File: src/rtl/eth_tx_arb_pkg.sv
// Shared state encoding, default timing parameters and helpers for the
// two-source Ethernet TX arbiter.
package eth_tx_arb_pkg;

  typedef enum logic [2:0] {
    ST_IDLE = 3'b001,
    ST_XFER = 3'b010,
    ST_GAP  = 3'b100
  } state_t;

  localparam int          IFG_DEFAULT     = 12;
  localparam logic [15:0] TIMEOUT_DEFAULT = 16'd50000;

  function automatic logic [15:0] sat_inc(input logic [15:0] v);
    return (v == 16'hFFFF) ? v : v + 16'd1;
  endfunction

endpackage

File: src/rtl/eth_tx_watchdog.sv
// Silent-cycle watchdog: expires when TIMEOUT consecutive enabled cycles
// pass without activity. TIMEOUT of zero never expires.
module eth_tx_watchdog
  import eth_tx_arb_pkg::*;
#(
  parameter logic [15:0] TIMEOUT = TIMEOUT_DEFAULT
) (
  input  logic clk,
  input  logic rst,
  input  logic clear,
  input  logic activity,
  input  logic enable,
  output logic expire
);

  localparam logic [15:0] LAST = TIMEOUT - 16'd1;

  logic [15:0] cnt_reg;

  always_ff @(posedge clk) begin
    if (rst || clear || activity) begin
      cnt_reg <= 16'd0;
    end else if (enable) begin
      cnt_reg <= cnt_reg + 16'd1;
    end
  end

  // Fires on the cycle that would complete the TIMEOUT-th silent cycle.
  assign expire = enable && (TIMEOUT != 16'd0) && !clear && !activity &&
                  (cnt_reg == LAST);

endmodule

File: src/rtl/eth_tx_arbiter.sv
// Round-robin arbiter muxing two frame sources onto one Ethernet TX write
// port, with inter-frame gap, length check and silent-frame watchdog.
module eth_tx_arbiter
  import eth_tx_arb_pkg::*;
#(
  parameter int          IFG_CYCLES = IFG_DEFAULT,
  parameter logic [15:0] TIMEOUT    = TIMEOUT_DEFAULT
) (
  input  logic        clk,
  input  logic        rst,
  input  logic [1:0]  req,
  output logic [1:0]  gnt,
  input  logic [7:0]  s0_data,
  input  logic        s0_pulse,
  input  logic        s0_over,
  input  logic [15:0] s0_length,
  input  logic [7:0]  s1_data,
  input  logic        s1_pulse,
  input  logic        s1_over,
  input  logic [15:0] s1_length,
  output logic [7:0]  m_data,
  output logic        m_pulse,
  output logic        m_over,
  output logic [15:0] m_length,
  output logic        busy,
  output logic        timeout_err,
  output logic        len_err
);

  localparam logic [15:0] GAP_LAST = (IFG_CYCLES < 1) ? 16'd0 : 16'(IFG_CYCLES - 1);

  state_t      state_reg, state_next;
  logic [1:0]  gnt_reg, gnt_next;
  logic        ptr_reg, ptr_next;
  logic [15:0] byte_cnt_reg, byte_cnt_next;
  logic [15:0] gap_cnt_reg, gap_cnt_next;
  logic [7:0]  m_data_reg, m_data_next;
  logic        m_pulse_reg, m_pulse_next;
  logic        m_over_reg, m_over_next;
  logic [15:0] m_length_reg, m_length_next;
  logic        timeout_reg, timeout_next;
  logic        len_err_reg, len_err_next;
  logic        end_frame;

  logic        sel, g_req, g_pulse, g_over, expire;
  logic [7:0]  g_data;
  logic [15:0] g_length, cnt_inc;

  // gnt_reg is zero outside XFER, so masking with it also qualifies by state.
  assign sel      = gnt_reg[1];
  assign g_req    = |(gnt_reg & req);
  assign g_pulse  = |(gnt_reg & {s1_pulse, s0_pulse});
  assign g_over   = |(gnt_reg & {s1_over, s0_over});
  assign g_data   = sel ? s1_data : s0_data;
  assign g_length = sel ? s1_length : s0_length;
  assign cnt_inc  = g_pulse ? sat_inc(byte_cnt_reg) : byte_cnt_reg;

  eth_tx_watchdog #(.TIMEOUT(TIMEOUT)) u_watchdog (
    .clk      (clk),
    .rst      (rst),
    .clear    (state_reg != ST_XFER),
    .activity (g_pulse | g_over),
    .enable   (state_reg == ST_XFER),
    .expire   (expire)
  );

  always_ff @(posedge clk) begin
    if (rst) begin
      state_reg    <= ST_IDLE;
      gnt_reg      <= 2'b00;
      ptr_reg      <= 1'b0;
      byte_cnt_reg <= 16'd0;
      gap_cnt_reg  <= 16'd0;
      m_data_reg   <= 8'd0;
      m_pulse_reg  <= 1'b0;
      m_over_reg   <= 1'b0;
      m_length_reg <= 16'd0;
      timeout_reg  <= 1'b0;
      len_err_reg  <= 1'b0;
    end else begin
      state_reg    <= state_next;
      gnt_reg      <= gnt_next;
      ptr_reg      <= ptr_next;
      byte_cnt_reg <= byte_cnt_next;
      gap_cnt_reg  <= gap_cnt_next;
      m_data_reg   <= m_data_next;
      m_pulse_reg  <= m_pulse_next;
      m_over_reg   <= m_over_next;
      m_length_reg <= m_length_next;
      timeout_reg  <= timeout_next;
      len_err_reg  <= len_err_next;
    end
  end

  always_comb begin
    state_next    = state_reg;
    gnt_next      = gnt_reg;
    ptr_next      = ptr_reg;
    byte_cnt_next = byte_cnt_reg;
    gap_cnt_next  = gap_cnt_reg;
    m_data_next   = m_data_reg;
    m_length_next = m_length_reg;
    m_pulse_next  = 1'b0;
    m_over_next   = 1'b0;
    timeout_next  = 1'b0;
    len_err_next  = 1'b0;
    end_frame     = 1'b0;
    case (state_reg)
      ST_IDLE: begin
        if (req != 2'b00) begin
          gnt_next      = (req == 2'b11) ? (ptr_reg ? 2'b10 : 2'b01) : req;
          byte_cnt_next = 16'd0;
          state_next    = ST_XFER;
        end
      end
      ST_XFER: begin
        byte_cnt_next = cnt_inc;
        if (g_pulse) begin
          m_pulse_next = 1'b1;
          m_data_next  = g_data;
        end
        if (g_over) begin
          m_over_next   = 1'b1;
          m_length_next = g_length;
          len_err_next  = (cnt_inc != g_length);
          end_frame     = 1'b1;
        end else if (!g_req || expire) begin
          timeout_next = 1'b1;
          end_frame    = 1'b1;
        end
        if (end_frame) begin
          gnt_next     = 2'b00;
          ptr_next     = ~sel;
          gap_cnt_next = GAP_LAST;
          state_next   = ST_GAP;
        end
      end
      ST_GAP: begin
        if (gap_cnt_reg == 16'd0) begin
          state_next = ST_IDLE;
        end else begin
          gap_cnt_next = gap_cnt_reg - 16'd1;
        end
      end
      default: begin
        state_next = ST_IDLE;
        gnt_next   = 2'b00;
      end
    endcase
  end

  assign gnt         = gnt_reg;
  assign m_data      = m_data_reg;
  assign m_pulse     = m_pulse_reg;
  assign m_over      = m_over_reg;
  assign m_length    = m_length_reg;
  assign busy        = (state_reg != ST_IDLE);
  assign timeout_err = timeout_reg;
  assign len_err     = len_err_reg;

endmodule

File: config.mk
export PLATFORM = sky130hd
export DESIGN_NAME = eth_tx_arbiter
export DESIGN_NICKNAME = d
export VERILOG_FILES = /design/src/rtl/eth_tx_arb_pkg.sv /design/src/rtl/eth_tx_watchdog.sv /design/src/rtl/eth_tx_arbiter.sv
export SDC_FILE = /design/constraint.sdc
export NUM_CORES = 1
export LEC_CHECK = 0
export BUFFER_PORTS_ARGS = -buffer_cell sky130_fd_sc_hd__buf_2
export CAP_MARGIN = 20
export CORE_UTILIZATION = 32
export DETAILED_ROUTE_END_ITERATION = 10
export SLEW_MARGIN = 20
export SYNTH_ARGS = -nofsm -noshare
export SYNTH_HDL_FRONTEND = slang
export SYNTH_HIERARCHICAL = 1
export SYNTH_SLANG_ARGS = --single-unit
File: constraint.sdc
create_clock -name clk -period 9.1 [get_ports clk]
set_clock_uncertainty 0.2 [all_clocks]
set_input_delay 0.455 -clock clk [delete_from_list [all_inputs] [get_ports clk]]
set_output_delay 0.455 -clock clk [all_outputs]
set_load 0.01 [all_outputs]
==> run metrics <==
mean area per synthesized cell=8.562 um^2; end of the worst hold path=gnt[0]; number of synthesized flops with an enable pin=0; GRT overflow=0; number of cell instances on the worst register-to-register path=10; setup TNS=0 ns; maximum frequency from static timing analysis=284.1 MHz; Post-Layout Inst Area=5195 um^2; headroom to the max-slew limit=35.02%; total power=0.9149 mW; Pleak=1.842 nW; overall via count from detail_route=3905; post-synthesis cell type count=60; hpwl dp=7951 um; CTS Buffer Depth=2; post-synthesis share of cell area spent on full adders, half adders and majority gates=1.160%; startpoint of the tightest hold check path=req[0]; Mapped Nets=564; internal reg-to-reg setup slack=5.58 ns; number of design rule violations left after detail routing=0; Tcrit/Tclk final=38.68%; H-Tree Depth=3; detail-routed net length per standard cell=14.36 um; simple-gate share of the synthesized area=24.76%; start-to-end type of the worst setup path=flip-flop to flip-flop; vias per std cell=5.172; I/O pin cnt=87; detailed-route wire length=10840 um; CTS clk-pin slew, worst paths=0.06 ns; layout cell share with drive strength beyond 1=20.21%; cell depth of the worst min-delay path=3; multiplexer area fraction after synthesis=7.422%; buffers added on ports=86; Clock Sinks=82; total of cells resized after clock tree synthesis=0; measured slew at the worst slew-check pin=0.9711 ns; clock insertion delay at the later pin of the skew report=0.34 ns; GPL Wtd Cong=0.8828; destination of the worst register-to-register timing path=gap_cnt_reg[13]; Worst IR Drop VDD=0.0001396 V; sequential group share of total power=41.7%; Layout Nets=634; Starting DRT DRC Count=250; largest net degree at the start of global routing=41; crit end category=flip-flop; antenna violation net count after detailed routing=0; number of global-route vias before repair=3598; Internal Dissipation=0.6945 mW; post-synthesis instance area=4315 um^2; floorplan row count=42; Setup Slack @ Placement=5.610 ns; overall die height=118.1 um; run status=finished, final reports clean; clock tree from TritonCTS=built; number of antenna violations at the first check in global routing=0; count of max-cap constraint violations=0; Psw=0.2204 mW; async set-reset flop share out of synthesis=0%; first-pass GRT wire length=17580 um; number of hold violations in the final report=0; number of diodes=0; Worst Hold Class=primary input to flip-flop; share of power burned in combinational logic=12.3%; first-pass iteration count of the detailed router=4; fraction of the yosys area taken by sequential cells=38.04%; area growth from synthesis to final layout=20.38%; effective utilization at floorplan=32.72%; reg-to-reg critical path startpoint=state_reg[1]; clock group share of total power=46.0%; area of the placeable core=13190 um^2; number of max-slew violations in the final report=0; Min Hold Slack=0.2521 ns; post-CTS setup-driven buffer insertion count=0; warning count from the yosys run=6; cts bufs inserted=9; share of total power consumed by net switching=24.09%; largest fanout on the critical path=11; cell count after synthesis=504; main flop type after synthesis=dfxtp_1; data arrival at the endpoint of the critical path=3.53 ns; root buffer selected by CTS=clkbuf_16; Synth Register Bits=82; min setup slack post-route=5.580 ns; setup repair after global routing missed its margin=no; number of inserted filler cells in the final layout=1315; final setup violation count=0; Global Route Usage Sum=15.69%; P per Cell Area=176.1 nW/um^2; share of the synthesized netlist area taken by xor and xnor gates=7.509%; Die Wd=118.1 um; required time reported for the critical path endpoint=9.11 ns; dominant combinational cell family by area after synthesis=simple AND/OR/NAND/NOR gates; hold buffer count at CTS=0; Period minus WS final=3.520 ns; critical path startpoint category=flip-flop; die area=13950 um^2; share of the synthesized area in compound gates (AO/OA/AOI/OAI)=17.40%; instance area at placement=4845 um^2
[area by class of cell]
type | instances | area, um^2 | area share (%)
Timing Repair Buffer | 86 | 430.4 | 8.285
Clock buffer | 12 | 246.5 | 4.745
Sequential cell | 82 | 1643 | 31.62
Tap cell | 176 | 220.2 | 4.239
Inverter | 8 | 30.03 | 0.5780
Multi-Input combinational cell | 387 | 2526 | 48.63
Clock inverter | 4 | 98.84 | 1.903
[synthesized netlist by cell type (all sizes together), types with 4 or more instances]
library cell / instances / area, um^2
mux2i: 32 / 320.3
or3: 7 / 43.79
clkbuf: 16 / 61.30
nand2: 27 / 101.4
o31ai: 8 / 60.06
dfxtp: 82 / 1642
ha: 4 / 50.05
nor3: 15 / 75.07
nand3: 17 / 95.09
nor2: 75 / 289.0
xnor2: 25 / 219.0
a21oi: 18 / 90.09
a211oi: 30 / 225.2
a22o: 4 / 35.03
nand4: 18 / 118.9
or4: 6 / 50.05
buf: 11 / 68.81
nand2b: 7 / 43.79
o21ai: 25 / 125.1
inv: 8 / 30.03
xor2: 12 / 105.1
and3: 9 / 56.30
nor4: 14 / 108.9
[worst max path at each step]
stage	depth (start not counted)	startpoint	slack, ns	to
finish	10	state_reg[1]	5.58	gap_cnt_reg[13]
global route	11	gnt[1]	5.32	gap_cnt_reg[13]
CTS	10	state_reg[1]	5.61	gap_cnt_reg[13]
detailed placement	10	state_reg[1]	5.61	gap_cnt_reg[13]
global placement	10	state_reg[1]	5.74	gap_cnt_reg[13]
floorplan	12	state_reg[1]	6.11	gap_cnt_reg[13]
[critical path, stage by stage (launching register included)]
cell      delay, ns
dfxtp_1        0.38
or3b_1         0.54
inv_1          0.37
nand3_1        0.28
nor4_1         0.50
nor3_1         0.18
nor2_4         0.25
o211ai_2       0.19
nor4_1         0.29
xnor2_1        0.16
nor2_1         0.05
[layer usage]
| layer | vias up | GRT usage [%] | part of all wire (%) |
|---|---|---|---|
| met5 | - | 0 | 0 |
| met4 | 0 | 8.093 | 3.2 |
| met3 | 18 | 3.634 | 4.2 |
| met2 | 83 | 24.67 | 45 |
| met1 | 1810 | 19.98 | 47 |
| li1 | 1994 | - | - |
[kinds of logic after synthesis]
group / count (synthesis)
buffers and inverters: 35
AOI/OAI and AO/OA: 108
DFF: 82
xor gates and xnor gates: 37
and+or+nand+nor: 206
adders and majority gates: 4
muxes: 32
[metrics by stage]
step / cells / util (%)
floorplan: 504 / -
global placement: 739 / 36.73
detailed placement: 739 / 36.73
CTS: 755 / 39.35
global route: 755 / 39.39
finish: 755 / 39.39
[power by group through the flow]
stage / Clock, mW / Combinational (mW) / Sequential, mW
final: 0.421 / 0.113 / 0.382
after floorplan: 0 / 0.0819 / 0.385
after global placement: 0 / 0.111 / 0.389
after CTS: 0.433 / 0.113 / 0.382
after detailed placement: 0 / 0.113 / 0.390
after global routing: 0.450 / 0.125 / 0.383
[layout by cell type, fill, tap and decap left out, drive strengths merged, types with 17 or more instances in the layout]
| cell type | Yosys | routed |
|---|---|---|
| a21oi | 18 | 18 |
| buf | 11 | 86 |
| a211oi | 30 | 30 |
| nand3 | 17 | 17 |
| nand2 | 27 | 27 |
| xnor2 | 25 | 25 |
| nand4 | 18 | 18 |
| mux2i | 32 | 32 |
| o21ai | 25 | 25 |
| dfxtp | 82 | 82 |
| nor2 | 75 | 75 |
Note: power is estimated with default switching activity, not from simulation.
